## src/rtl/byte_display_pkg.sv

```systemverilog
// Shared constants, FSM state encoding and display-select helper for the
// UART byte display controller.
package byte_display_pkg;

  localparam int unsigned DATA_W              = 32'd8;
  localparam int unsigned NIBBLE_W            = 32'd4;
  localparam int unsigned HOLD_CYCLES_DEFAULT = 32'd25_000_000;

  typedef enum logic [0:0] {
    ST_BLANK = 1'b0,
    ST_SHOW  = 1'b1
  } disp_state_e;

  // Mode 1 shows the running count, mode 0 the last received byte.
  function automatic logic [DATA_W-1:0] sel_display(
    input logic              mode,
    input logic [DATA_W-1:0] count,
    input logic [DATA_W-1:0] data
  );
    logic [DATA_W-1:0] v;
    if (mode) begin
      v = count;
    end else begin
      v = data;
    end
    return v;
  endfunction

endpackage

```

## src/rtl/byte_display_ctrl_if.sv

```systemverilog
// Receiver-side inputs and display-side outputs of the byte display controller.
interface byte_display_ctrl_if import byte_display_pkg::*; ();

  logic                i_Rx_DV;
  logic [DATA_W-1:0]   i_Rx_Byte;
  logic                i_Mode;
  logic [NIBBLE_W-1:0] o_Upper_Nibble;
  logic [NIBBLE_W-1:0] o_Lower_Nibble;
  logic                o_Blank;
  logic [DATA_W-1:0]   o_Byte_Count;

  modport master (
    output i_Rx_DV, i_Rx_Byte, i_Mode,
    input  o_Upper_Nibble, o_Lower_Nibble, o_Blank, o_Byte_Count
  );

  modport slave (
    input  i_Rx_DV, i_Rx_Byte, i_Mode,
    output o_Upper_Nibble, o_Lower_Nibble, o_Blank, o_Byte_Count
  );

endinterface

```

## src/rtl/display_hold_timer.sv

```systemverilog
// Down-counter that keeps a received byte on display for HOLD_CYCLES cycles;
// reloads on every strobe and parks at zero once the hold has elapsed.
module display_hold_timer
  import byte_display_pkg::*;
#(
  parameter int unsigned HOLD_CYCLES = HOLD_CYCLES_DEFAULT
) (
  input  logic i_Clk,
  input  logic i_Rst,
  input  logic i_Load,
  output logic o_Expired
);

  localparam int unsigned     TW     = $clog2(HOLD_CYCLES);
  localparam logic [TW-1:0]   RELOAD = TW'(HOLD_CYCLES - 32'd1);

  logic [TW-1:0] r_Count;

  // Reload on strobe, otherwise count down and hold at zero.
  always_ff @(posedge i_Clk) begin
    if (i_Rst) begin
      r_Count <= '0;
    end else if (i_Load) begin
      r_Count <= RELOAD;
    end else if (r_Count != '0) begin
      r_Count <= r_Count - TW'(1);
    end else begin
      r_Count <= r_Count;
    end
  end

  assign o_Expired = (r_Count == '0);

endmodule

```

## src/rtl/byte_display_ctrl.sv

```systemverilog
// Latches UART bytes, counts strobes and drives two 7-segment nibbles,
// blanking the display once a byte has been shown for HOLD_CYCLES cycles.
module byte_display_ctrl
  import byte_display_pkg::*;
#(
  parameter int unsigned HOLD_CYCLES = HOLD_CYCLES_DEFAULT
) (
  input  logic                i_Clk,
  input  logic                i_Rst,
  byte_display_ctrl_if.slave  bus
);

  disp_state_e         r_State;
  disp_state_e         w_Next_State;
  logic [DATA_W-1:0]   r_Data;
  logic [DATA_W-1:0]   r_Count;
  logic [DATA_W-1:0]   w_Display;
  logic                w_Blank;
  logic                w_Expired;
  logic [NIBBLE_W-1:0] r_Upper;
  logic [NIBBLE_W-1:0] r_Lower;
  logic                r_Blank;
  logic [DATA_W-1:0]   r_Count_Out;

  display_hold_timer #(
    .HOLD_CYCLES (HOLD_CYCLES)
  ) u_hold_timer (
    .i_Clk     (i_Clk),
    .i_Rst     (i_Rst),
    .i_Load    (bus.i_Rx_DV),
    .o_Expired (w_Expired)
  );

  // FSM state register.
  always_ff @(posedge i_Clk) begin
    if (i_Rst) begin
      r_State <= ST_BLANK;
    end else begin
      r_State <= w_Next_State;
    end
  end

  // Next state: a strobe always wins over expiry, so back-to-back holds never gap.
  always_comb begin
    w_Next_State = r_State;
    case (r_State)
      ST_BLANK: begin
        if (bus.i_Rx_DV) begin
          w_Next_State = ST_SHOW;
        end else begin
          w_Next_State = ST_BLANK;
        end
      end
      ST_SHOW: begin
        if (bus.i_Rx_DV) begin
          w_Next_State = ST_SHOW;
        end else if (w_Expired) begin
          w_Next_State = ST_BLANK;
        end else begin
          w_Next_State = ST_SHOW;
        end
      end
      default: begin
        w_Next_State = ST_BLANK;
      end
    endcase
  end

  // Data register and modulo-256 strobe counter.
  always_ff @(posedge i_Clk) begin
    if (i_Rst) begin
      r_Data  <= '0;
      r_Count <= '0;
    end else if (bus.i_Rx_DV) begin
      r_Data  <= bus.i_Rx_Byte;
      r_Count <= r_Count + DATA_W'(1);
    end else begin
      r_Data  <= r_Data;
      r_Count <= r_Count;
    end
  end

  // Display selection from the already-updated registers; count mode is never blanked.
  always_comb begin
    w_Display = sel_display(bus.i_Mode, r_Count, r_Data);
    w_Blank   = 1'b1;
    if (bus.i_Mode) begin
      w_Blank = 1'b0;
    end else if (r_State == ST_BLANK) begin
      w_Blank = 1'b1;
    end else begin
      w_Blank = 1'b0;
    end
  end

  // Registered outputs.
  always_ff @(posedge i_Clk) begin
    if (i_Rst) begin
      r_Upper     <= 4'h0;
      r_Lower     <= 4'h0;
      r_Blank     <= 1'b1;
      r_Count_Out <= 8'h00;
    end else begin
      r_Upper     <= w_Display[7:4];
      r_Lower     <= w_Display[3:0];
      r_Blank     <= w_Blank;
      r_Count_Out <= r_Count;
    end
  end

  assign bus.o_Upper_Nibble = r_Upper;
  assign bus.o_Lower_Nibble = r_Lower;
  assign bus.o_Blank        = r_Blank;
  assign bus.o_Byte_Count   = r_Count_Out;

endmodule

```

## src/flat_wrapper.sv

```systemverilog
// flat-port wrapper written by rule: the top's interface ports become plain ports
module byte_display_ctrl_flat import byte_display_pkg::*;
#(
  parameter int unsigned HOLD_CYCLES = HOLD_CYCLES_DEFAULT
)
  (i_Clk, i_Rst, bus_i_Rx_DV, bus_i_Rx_Byte, bus_i_Mode, bus_o_Upper_Nibble, bus_o_Lower_Nibble, bus_o_Blank, bus_o_Byte_Count);
  byte_display_ctrl_if bus_i ();
  input  logic i_Clk;
  input  logic i_Rst;
  input wire logic [$bits(bus_i.i_Rx_DV)-1:0] bus_i_Rx_DV;
  input wire logic [$bits(bus_i.i_Rx_Byte)-1:0] bus_i_Rx_Byte;
  input wire logic [$bits(bus_i.i_Mode)-1:0] bus_i_Mode;
  output wire logic [$bits(bus_i.o_Upper_Nibble)-1:0] bus_o_Upper_Nibble;
  output wire logic [$bits(bus_i.o_Lower_Nibble)-1:0] bus_o_Lower_Nibble;
  output wire logic [$bits(bus_i.o_Blank)-1:0] bus_o_Blank;
  output wire logic [$bits(bus_i.o_Byte_Count)-1:0] bus_o_Byte_Count;
  assign bus_i.i_Rx_DV = bus_i_Rx_DV;
  assign bus_i.i_Rx_Byte = bus_i_Rx_Byte;
  assign bus_i.i_Mode = bus_i_Mode;
  assign bus_o_Upper_Nibble = bus_i.o_Upper_Nibble;
  assign bus_o_Lower_Nibble = bus_i.o_Lower_Nibble;
  assign bus_o_Blank = bus_i.o_Blank;
  assign bus_o_Byte_Count = bus_i.o_Byte_Count;
  byte_display_ctrl #(.HOLD_CYCLES(HOLD_CYCLES)) u_core (.i_Clk(i_Clk), .i_Rst(i_Rst), .bus(bus_i));
endmodule
```

## config.mk

```make
export PLATFORM = sky130hd
export DESIGN_NAME = byte_display_ctrl_flat
export DESIGN_NICKNAME = d
export VERILOG_FILES = /design/src/rtl/byte_display_pkg.sv /design/src/rtl/byte_display_ctrl_if.sv /design/src/rtl/display_hold_timer.sv /design/src/rtl/byte_display_ctrl.sv /design/src/flat_wrapper.sv
export SDC_FILE = /design/constraint.sdc
export NUM_CORES = 1
export LEC_CHECK = 0
export ABC_AREA = 1
export BUFFER_PORTS_ARGS = -buffer_cell sky130_fd_sc_hd__buf_4
export CORE_UTILIZATION = 46
export DETAILED_ROUTE_END_ITERATION = 7
export PLACE_DENSITY = 0.71
export SLEW_MARGIN = 20
export SYNTH_ARGS = -nofsm -noshare
export SYNTH_HDL_FRONTEND = slang
export SYNTH_SLANG_ARGS = --single-unit
```

## constraint.sdc

```tcl
create_clock -name i_Clk -period 2.1 [get_ports i_Clk]
set_input_delay 0.315 -clock i_Clk [delete_from_list [all_inputs] [get_ports i_Clk]]
set_output_delay 0.315 -clock i_Clk [all_outputs]
set_load 0.02 [all_outputs]
```

==> results by group, run 1 <==
Outcome
  – Status: complete, no violations

Clocking
  – CTS tree: done
  – Clock tree buffer depth: 2
  – TritonCTS buffer count: 9
  – Clock Root Buffer: clkbuf_8
  – Clk_lat worst skew: 340 ps
  – H-tree Lvls: 3
  – Post_cts resized: 0
  – Post-CTS Setup Bufs: 0
  – Worst-path clk slew: 70 ps
  – CTS Sinks: ~60
  – Post-CTS Hold Fix Bufs: 0

Power
  – Max VDD drop: 0.0004193 V
  – Switching Fraction: 0.2658
  – Internal: 2000 uW
  – Clock power share: 0.427
  – Lkg Pwr: between 0.001 and 0.0015 uW
  – Pwr per Cell Area: 845.7 nW/um^2
  – Psw: between 700 and 800 uW
  – Combinational share of power: 0.125
  – Sequential power share: 0.448
  – Power, Total: 2724 uW

STA
  – Worst hold margin: around 190 ps
  – Fin Setup TNS: 0 ps
  – Skew final: 8.200 ps
  – Worst slew pin tran: 606.8 ps
  – Slew Viols, Final: 0
  – Fmax: 629.0 MHz
  – Final Cycle Share: 0.7570
  – RSZ-0062 raised after global routing: false
  – Clock period minus final worst setup slack: between 1500 and 2000 ps
  – Final setup fails: 0
  – Fin. Hold Viols: 0
  – Slew headroom: 0.5950

Setup path
  – Kind of critical path: reg2reg
  – Crit path DAT: 1860 ps
  – Slowest Stage Delay on Critical Path: roughly 310 ps
  – CP delay by family, top: simple AND/OR/NAND/NOR gates
  – Setup crit end kind: flop
  – Crit-path slowest cell: ha_1
  – Worst-path fanout max: 8
  – CP required: 2370 ps
  – Buf+Inv Stages, Crit Path: 2
  – Crit-path cells: inv_1 > ha_1 > nand2_1 > nor2_4 > inv_1 > o21ai_1 > nand2_1 > a21oi_1
  – Startpoint Class: flop

Run
  – MaxCap Viol Count: 0

Synth
  – Mapped Cells: 372
  – Synth Area in Compound Gates: 0.1035
  – Post-Syn Area: 2733 um^2
  – Async S/R FF share, synth: 0
  – Avg Cell Area, Syn: between 7 and 8 um^2
  – Post-synthesis sequential area ratio: 0.4322
  – Count of state elements after synthesis: 59
  – Adder-cell share of the synthesized area: 0.01374
  – Largest family of logic cells by synthesized area: simple AND/OR/NAND/NOR gates
  – Simple-gate share of the synthesized area: 0.3636
  – Distinct cells, synth: 33
  – Top-area cell type share of the netlist area: 0.4322
  – EDFF count, synth: 0
  – Synth Warn #: 0
  – Syn Nets: just under 400
  – Leading area contributor after synthesis: dfxtp_1
  – XOR/XNOR Fraction of Synth Area: 0.01923
  – Synth Flop Type: dfxtp_1
  – Synth top area cells: dfxtp_1 (43%), nor2_1 (9.9%), nand2_1 (8.4%)
  – Mux share of post-synthesis cell area: 0

Detailed routing
  – Post-route DRC: 0
  – DRT Pass-1 Iters: 4
  – Routed WL per cell: about 12 um
  – Routed vias: 2,416
  – Vias/cell: between 5 and 6
  – Drt total wl: ~5900 um
  – Routed Antenna Nets: 0
  – DR iter-0 viols: 130

Final layout
  – Post-route cell area: between 3000 and 4000 um^2
  – # diodes: 0
  – Fillcell total: roughly 570
  – Nets@finish: 417
  – Area Growth Syn to Fin: 17.86%
  – Layout cells sized above 1: 0.2088

Die
  – Io pins: 29
  – Row count: 27
  – Die ar.: 6253 um^2
  – Die X: 79.08 um
  – Die Y-Extent: 79.08 um
  – Core box area: 5608 um^2
  – Initial Util: 0.4873

GRT
  – Vias in the first global route: ~2,200
  – Initial antenna violation count: 0
  – All-Layer GR Usage: 0.2124
  – First-pass GRT wire length: 10,060 um
  – Largest net degree at the start of global routing: 29
  – Congestion Overflow GR: 0

Placed design
  – I/O Buffers: 28
  – DP Area: 2994 um^2
  – Gpl congestion: between 0.8 and 0.9
  – DP HPWL: 4152 um

Min path
  – Min-Delay Path Class: in2reg
==> final cells by class <==
cell class	instances	area [um^2]	area share
inverters	37	138.9	0.04312
clock buffers	10	137.6	0.04274
multi-input cells	266	1366	0.4242
well taps	72	90.09	0.02797
repair buffers	29	217.7	0.06760
flip-flops and latches	59	1181	0.3667
clock inverters	6	88.84	0.02758
==> registers in the layout, indices dropped and copies added, names as in the netlist <==
register / cells
u_core.bus.o_Blank: 1
u_core.r_State: 1
u_core.r_Count: 8
u_core.r_Data: 8
u_core.bus.o_Upper_Nibble: 4
u_core.bus.o_Byte_Count: 8
u_core.u_hold_timer.r_Count: 25
u_core.bus.o_Lower_Nibble: 4
==> cells by family (layout without fill, tap and decap cells) <==
group / count (synthesis) / in the layout
AO/OA/AOI/OAI: 51 / 51
XOR/XNOR: 6 / 6
adder cells (fa/ha/maj): 3 / 3
buffers and inverters: 47 / 82
flip-flops: 59 / 59
AND/OR/NAND/NOR: 206 / 206
==> power by group through the flow <==
stage                     Combinational [uW]  Sequential (uW)  Clock, uW
after detailed placement                 341             1240          0
after global placement                   336             1240          0
after floorplan                          243             1250          0
final                                    342             1220       1160
after CTS                                343             1220       1190
after global routing                     388             1230       1250
==> cell usage after synthesis (2+ instances only) <==
| cell type | n |
|---|---|
| nor2_1 | 72 |
| nand2_1 | 61 |
| dfxtp_1 | 59 |
| inv_1 | 36 |
| nand3_1 | 27 |
| a21oi_1 | 21 |
| o21ai_0 | 18 |
| nor2_2 | 11 |
| clkbuf_1 | 7 |
| nand3_2 | 6 |
| nor3_1 | 6 |
| a21oi_2 | 5 |
| nand2_2 | 5 |
| nand4_1 | 5 |
| xnor2_1 | 5 |
| ha_1 | 3 |
| nor2_4 | 3 |
| o21ai_1 | 3 |
| or2_2 | 3 |
| a31oi_1 | 2 |
| nand2_4 | 2 |
==> metrics by stage <==
stage               instances    util  setup WS [ps]
detailed placement        463  0.5339          512.4
finish                    479  0.5743          510.2
global placement          463  0.5339          599.1
CTS                       479  0.5743          495.2
global route              479  0.5743          299.3
floorplan                 372       -          679.1
==> layer usage <==
metal  routed length [um]  global-route usage
met5                    0                   0
met1                 2820              0.2677
met4                  119              0.1145
met3                  189             0.05057
met2                 2768              0.3336
==> worst paths after layout <==
kind | endpoint | slack (ps) | start | cells after the start
setup / recovery | u_core.u_hold_timer.r_Count[24]$_SDFFE_PP0P_ | 510 | u_core.u_hold_timer.r_Count[0]$_SDFFE_PP0P_ | 8
hold / removal | u_core.r_Data[5]$_SDFFE_PP0P_ | 190 | bus_i_Rx_Byte[5] | 3
setup reg to reg | u_core.u_hold_timer.r_Count[24]$_SDFFE_PP0P_ | 510 | u_core.u_hold_timer.r_Count[0]$_SDFFE_PP0P_ | 8
hold reg to reg | u_core.bus.o_Blank$_SDFF_PP1_ | 450 | u_core.r_State$_SDFF_PP0_ | 1
==> worst register-to-register path: stages (launching register included) <==
cell	delay (ps)
dfxtp_1	300
inv_1	200
ha_1	310
nand2_1	150
nor2_4	210
inv_1	70
o21ai_1	130
nand2_1	60
a21oi_1	110
==> placed cells by master (no fill, tap or decap), types with 6 or more instances in the layout <==
| cell type | instances |
|---|---|
| nor2_1 | 72 |
| nand2_1 | 61 |
| dfxtp_1 | 59 |
| inv_1 | 36 |
| buf_4 | 29 |
| nand3_1 | 27 |
| a21oi_1 | 21 |
| o21ai_0 | 18 |
| nor2_2 | 11 |
| clkbuf_8 | 10 |
| nor3_1 | 6 |
| nand3_2 | 6 |
No activity file was read; power rests on OpenSTA's default activity.
==> run 2: changes to the inputs <==
==> constraint.sdc (replaced) <==
create_clock -name i_Clk -period 1.64 [get_ports i_Clk]
set_input_delay 0.246 -clock i_Clk [delete_from_list [all_inputs] [get_ports i_Clk]]
set_output_delay 0.246 -clock i_Clk [all_outputs]
set_load 0.02 [all_outputs]
==> run 2 against run 1 <==
  * Non-clock buffer count increased by 3
  * Cell count increased by 0.63%
  * Setup slack got worse by 380 ps
  * Cell area increased by 1.1%
  * Combinational power increased by 32%
  * Critical path type unchanged
  * Largest cell class unchanged
  * Highest routed layer unchanged
==> results by group, run 2 (synthesis results as in run 1) <==
Placed design
  – I/O Buffers: 28 (unchanged)
  – DP HPWL: 4450 um (+7.2%)
  – Gpl congestion: 0.8466 (-5.3%)

STA
  – Slew headroom: 0.6553 (+0.06023)
  – Fin Setup TNS: 0 ps (unchanged)
  – Worst slew pin tran: 516.5 ps (-90.25 ps)
  – Fmax: 661.6 MHz (+5.2%)
  – Final setup fails: 0 (unchanged)
  – RSZ-0062 raised after global routing: false
  – Final Cycle Share: 0.9217 (+0.1647)
  – Fin. Hold Viols: 0 (unchanged)
  – Skew final: 7.245 ps (-0.9542 ps)
  – Worst hold margin: 128.8 ps (-60.00 ps)
  – Clock period minus final worst setup slack: 1512 ps (-78.16 ps)
  – Slew Viols, Final: 0 (unchanged)

Min path
  – Hold endpoint: u_core.r_Data[3]$_SDFFE_PP0P_
  – Hold depth: 3 (unchanged)
  – Hold Startpoint: bus_i_Rx_Byte[3]
  – Min-Delay Path Class: in2reg

Detailed routing
  – DR iter-0 viols: 177 (+36%)
  – DRT Pass-1 Iters: 4 (unchanged)
  – Metal-1 WL: 2821 um (about the same)
  – Routed Antenna Nets: 0 (unchanged)
  – Routed WL per cell: 12.88 um (+4.6%)
  – Post-route DRC: 0 (unchanged)
  – Drt total wl: 6208 um (+5.3%)
  – Vias/cell: 5.158 (+2.3%)
  – Routed vias: 2,486 (+2.9%)
  – Met3 wire len: 375 um (+98%)
  – Max Used Layer: met4
  – Routed wl met2: 2909 um (+5.1%)

Setup path
  – Startpoint Class: flop
  – Reg2reg setup slack: 130 ps (-380 ps)
  – Setup crit end kind: flop
  – Reg-to-reg critical path endpoint: u_core.u_hold_timer.r_Count[4]$_SDFFE_PP0P_
  – Reg2Reg Depth: 7 (-1)
  – Worst-path fanout max: 7 (-1)
  – Crit path DAT: 1730 ps (-130 ps)
  – CP required: 1860 ps (-510 ps)
  – Worst R2R Start: u_core.u_hold_timer.r_Count[1]$_SDFFE_PP0P_
  – Kind of critical path: reg2reg

GRT
  – Congestion Overflow GR: 0 (unchanged)
  – Vias in the first global route: 2,333 (+6.0%)
  – First-pass GRT wire length: 10,540 um (+4.8%)
  – Initial antenna violation count: 0 (unchanged)
  – Largest net degree at the start of global routing: 26 (-10%)
  – All-Layer GR Usage: 0.2198 (+0.007448)

Clocking
  – Clock Root Buffer: clkbuf_8
  – Post-CTS Hold Fix Bufs: 0 (unchanged)
  – Post_cts resized: 0 (unchanged)
  – Post-CTS Setup Bufs: 0 (unchanged)
  – CTS Sinks: 59 (unchanged)
  – CTS tree: done
  – H-tree Lvls: 3 (unchanged)
  – TritonCTS buffer count: 9 (unchanged)
  – Worst-path clk slew: 70 ps (about the same)
  – Clock tree buffer depth: 2 (unchanged)
  – Clk_lat worst skew: 340 ps (about the same)

Die
  – Initial Util: 0.4873 (unchanged)
  – Row count: 27 (unchanged)
  – Core box area: 5608 um^2 (unchanged)
  – Die ar.: 6253 um^2 (unchanged)
  – Io pins: 29 (unchanged)
  – Die X: 79.08 um (unchanged)
  – Die Y-Extent: 79.08 um (unchanged)

Final layout
  – Commonest non-fill, non-tap cells in the layout: nor2_1 (72), nand2_1 (61), dfxtp_1 (59), inv_1 (36), buf_4 (32)
  – Most common cell after layout, fill and taps aside: nor2_1
  – Area Growth Syn to Fin: 19.18%
  – Layout cells sized above 1: 0.2146 (+0.005789)
  – Nets@finish: 420 (+0.72%)
  – Largest Register: u_core.u_hold_timer.r_Count
  – Max reg flops: 25 (unchanged)
  – # diodes: 0 (unchanged)

Power
  – Lkg Pwr: 0.001454 uW (+1.7%)
  – Max VDD drop: 0.001182 V (+180%)
  – Pwr per Cell Area: 1106 nW/um^2 (+31%)

Run
  – MaxCap Viol Count: 0 (unchanged)

Outcome
  – Status: complete, no violations
-- run 2: worst max path at each step --
stage	start	end	slack, ps	cells past startpoint
2_1_floorplan	u_core.u_hold_timer.r_Count[0]$_SDFFE_PP0P_	u_core.u_hold_timer.r_Count[4]$_SDFFE_PP0P_	220	7
4_1_cts	u_core.u_hold_timer.r_Count[1]$_SDFFE_PP0P_	u_core.u_hold_timer.r_Count[4]$_SDFFE_PP0P_	130	7
6_report	u_core.u_hold_timer.r_Count[1]$_SDFFE_PP0P_	u_core.u_hold_timer.r_Count[4]$_SDFFE_PP0P_	130	7
3_3_place_gp	u_core.u_hold_timer.r_Count[1]$_SDFFE_PP0P_	u_core.u_hold_timer.r_Count[4]$_SDFFE_PP0P_	190	7
3_5_place_dp	u_core.u_hold_timer.r_Count[1]$_SDFFE_PP0P_	u_core.u_hold_timer.r_Count[4]$_SDFFE_PP0P_	150	7
5_1_grt	u_core.u_hold_timer.r_Count[1]$_SDFFE_PP0P_	u_core.u_hold_timer.r_Count[4]$_SDFFE_PP0P_	20	7
-- run 2: area by class of cell --
type,count,area [um^2]
Fill cell,538,2351
Timing Repair Buffer,32,240.2
Clock inverter,7,116.4
Inverter,37,138.9
Tap cell,72,90.09
Clock buffer,9,123.9
Multi-Input combinational cell,266,1366
Sequential cell,59,1181
-- run 2: per-stage QoR --
stage                     std cells  total power [uW]    util  instance area [um^2]  setup WS (ps)
after CTS                       482              3632  0.5808                  3257          127.2
after floorplan                 372              1910       -                  2733          219.1
after global routing            482              3765  0.5808                  3257          19.11
final                           482              3602  0.5808                  3257          128.4
after detailed placement        466              2040  0.5379                  3017          149.3
after global placement          466              2028  0.5379                  3017          191.5
-- run 2: layer usage --
metal	GRT usage	vias to the layer above
li1	-	1259
met1	0.2695	1143
met2	0.3664	74
met3	0.06437	10
met4	0.07455	0
met5	0	-
-- run 2: where the power goes --
group	leakage [uW]	switching [uW]	internal [uW]
Clock	0.000119	584	1000
Combinational	0.000848	284	165
Sequential	0.000486	57.6	1510
-- run 2: worst max-delay path, cell delays in order (launching register included) --
cell and delay [ps]:
dfxtp_1 360, inv_1 70, ha_1 250, nand2_1 150
inv_1 110, or2_2 290, nand3_1 90, a21oi_1 60
==> run 3: changes to the inputs <==
--- a/config.mk
+++ b/config.mk
@@ -7,9 +7,9 @@
 export LEC_CHECK = 0
 export ABC_AREA = 1
 export BUFFER_PORTS_ARGS = -buffer_cell sky130_fd_sc_hd__buf_4
-export CORE_UTILIZATION = 46
+export CORE_UTILIZATION = 58
 export DETAILED_ROUTE_END_ITERATION = 7
-export PLACE_DENSITY = 0.71
+export PLACE_DENSITY = 0.85
 export SLEW_MARGIN = 20
 export SYNTH_ARGS = -nofsm -noshare
 export SYNTH_HDL_FRONTEND = slang
==> run 3 against run 2 <==
  * Clock power decreased by 22%
  * First-iteration DRC count is 9.6% higher
  * Routed wire length decreased by 0.69%
  * Highest routed layer unchanged
  * Combinational power grew 2%
  * Largest power group is now registers
==> results by group, run 3 (synthesis results as in run 1) <==
GRT
  – Congestion Overflow GR: 0 (unchanged)
  – First-pass GRT wire length: 10,810 um (+2.5%)
  – Initial antenna violation count: 0 (unchanged)
  – Met1 Use GR: 0.3472 (+0.07766)
  – All-Layer GR Usage: 0.2792 (+0.05940)
  – Largest net degree at the start of global routing: 26 (unchanged)
  – Layer with the highest usage: met2
  – Vias in the first global route: 2,402 (+3.0%)
  – Met3 Usage GRT: 0.08832 (+0.02395)
  – Met2 Usage GRT: 0.4455 (+0.07914)

Clocking
  – Worst-path clk slew: 80 ps (about the same)
  – Clock Root Buffer: clkbuf_8
  – CTS Sinks: 59 (unchanged)
  – Clk_lat worst skew: 350 ps (about the same)
  – Clock tree buffer depth: 2 (unchanged)
  – H-tree Lvls: 3 (unchanged)
  – TritonCTS buffer count: 9 (unchanged)
  – CTS tree: done
  – Post-CTS Hold Fix Bufs: 0 (unchanged)

Placed design
  – Worst slack, placed: 148.2 ps (-1.048 ps)
  – Gpl congestion: 0.9216 (+8.9%)
  – DP HPWL: 4412 um (-0.87%)
  – I/O Buffers: 28 (unchanged)

Detailed routing
  – Routed WL per cell: 13.29 um (+3.2%)
  – Vias/cell: 5.418 (+5.0%)
  – Routed Antenna Nets: 0 (unchanged)
  – Routed vias: 2,514 (+1.1%)
  – DRT Pass-1 Iters: 6 (+2)
  – Post-route DRC: 0 (unchanged)
  – DR iter-0 viols: 194 (+9.6%)
  – Drt total wl: 6165 um (-0.69%)

Setup path
  – Crit-path slowest cell: dfxtp_1
  – Slowest Stage Delay on Critical Path: 350 ps (about the same)
  – Startpoint Class: flop
  – Crit-path cells: nor2_2 > nand2_2 > nor2_4 > and2_4 > nand2_4 > nand3_1 > a21oi_1
  – Kind of critical path: reg2reg
  – Worst-path fanout max: 18 (+11)
  – Crit path DAT: 1700 ps (-30 ps)
  – CP required: 1860 ps (about the same)
  – Setup crit end kind: flop

Run
  – MaxCap Viol Count: 0 (unchanged)

Outcome
  – Status: complete, no violations

STA
  – Worst slew pin tran: 607.1 ps (+90.60 ps)
  – Final setup fails: 0 (unchanged)
  – RSZ-0062 raised after global routing: false
  – Slew Viols, Final: 0 (unchanged)
  – Final Cycle Share: 0.9016 (-0.02014)
  – Fmax: 676.3 MHz (+2.2%)
  – Clock period minus final worst setup slack: 1479 ps (-33.04 ps)
  – Skew final: 10.03 ps (+2.780 ps)
  – Worst hold margin: 115.6 ps (-13.16 ps)
  – Fin. Hold Viols: 0 (unchanged)
  – Slew headroom: 0.5948 (-0.06047)
  – PnR worst setup slack: 161.4 ps (+33.04 ps)
  – Fin Setup TNS: 0 ps (unchanged)

Die
  – Initial Util: 0.6149 (+0.1276)
  – Core box area: 4444 um^2 (-21%)
  – Die Y-Extent: 70.64 um (-11%)
  – Io pins: 29 (unchanged)
  – Die ar.: 4990 um^2 (-20%)
  – Row count: 24 (-11%)
  – Die X: 70.64 um (-11%)

Final layout
  – Layout cells sized above 1: 0.2233 (+0.008667)
  – Max reg flops: 25 (unchanged)
  – Largest Register: u_core.u_hold_timer.r_Count
  – Nets@finish: 422 (+0.48%)
  – Commonest non-fill, non-tap cells in the layout: nor2_1 (71), nand2_1 (61), dfxtp_1 (59), inv_1 (36), buf_4 (34)
  – # diodes: 0 (unchanged)
  – Most common cell after layout, fill and taps aside: nor2_1
  – Area Growth Syn to Fin: 16.94%

Power
  – Power, Total: 3258 uW (-9.5%)
  – Lkg Pwr: 0.001427 uW (-1.8%)
  – Max VDD drop: 0.0007486 V (-37%)
  – Pwr per Cell Area: 1020 nW/um^2 (-7.8%)

Min path
  – Min-Delay Path Class: in2reg
## run 3: path summary, 6_finish.rpt
check | start | to | slack [ps] | cells after the start
worst max register to register | u_core.u_hold_timer.r_Count[12]$_SDFFE_PP0P_ | u_core.u_hold_timer.r_Count[21]$_SDFFE_PP0P_ | 160 | 7
worst min register to register | u_core.r_State$_SDFF_PP0_ | u_core.bus.o_Blank$_SDFF_PP1_ | 430 | 1
worst min-delay path | bus_i_Rx_Byte[3] | u_core.r_Data[3]$_SDFFE_PP0P_ | 120 | 3
worst max-delay path | u_core.u_hold_timer.r_Count[12]$_SDFFE_PP0P_ | u_core.u_hold_timer.r_Count[21]$_SDFFE_PP0P_ | 160 | 7
## run 3: repair_timing
item	4_1_cts	5_1_grt
buffers inserted	0	0
gates resized for setup	0	2
setup endpoints to repair	0	2
## run 3: worst max-delay path: cells and delay by family, from the launching register on
family           cells  cell delay (ps)
AO/OA/AOI/OAI        1               70
flip-flops           1              350
AND/OR/NAND/NOR      6              920
## run 3: cell type report
cell class,instances,area (um^2)
Inverter,37,138.9
Clock inverter,7,60.06
Sequential cell,59,1181
Clock buffer,9,123.9
Tap cell,52,65.06
Fill cell,353,1249
Multi-Input combinational cell,266,1371
Timing Repair Buffer,34,255.2
## run 3: routing by layer
| layer | vias up | wire length (um) | share of wire |
|---|---|---|---|
| met4 | 0 | 137 | 0.022 |
| met1 | 1144 | 2675 | 0.43 |
| met5 | - | 0 | 0 |
| met3 | 16 | 457 | 0.074 |
| li1 | 1267 | - | - |
| met2 | 87 | 2894 | 0.47 |
## run 3: where the power goes
part | switching (uW) | internal, uW | leakage, uW | total, uW
Clock | 668 | 572 | 0.0000848 | 1240
Combinational | 289 | 169 | 0.000856 | 457
Sequential | 56.5 | 1500 | 0.000486 | 1560
Total | 1010 | 2250 | 0.00143 | 3260
## run 3: stage by stage
| step | utilization | cell area [um^2] | std cells |
|---|---|---|---|
| CTS | 0.7179 | 3191 | 464 |
| global placement | 0.6765 | 3007 | 448 |
| detailed placement | 0.6765 | 3007 | 448 |
| floorplan | - | 2733 | 372 |
| global route | 0.7190 | 3196 | 464 |
| finish | 0.7190 | 3196 | 464 |
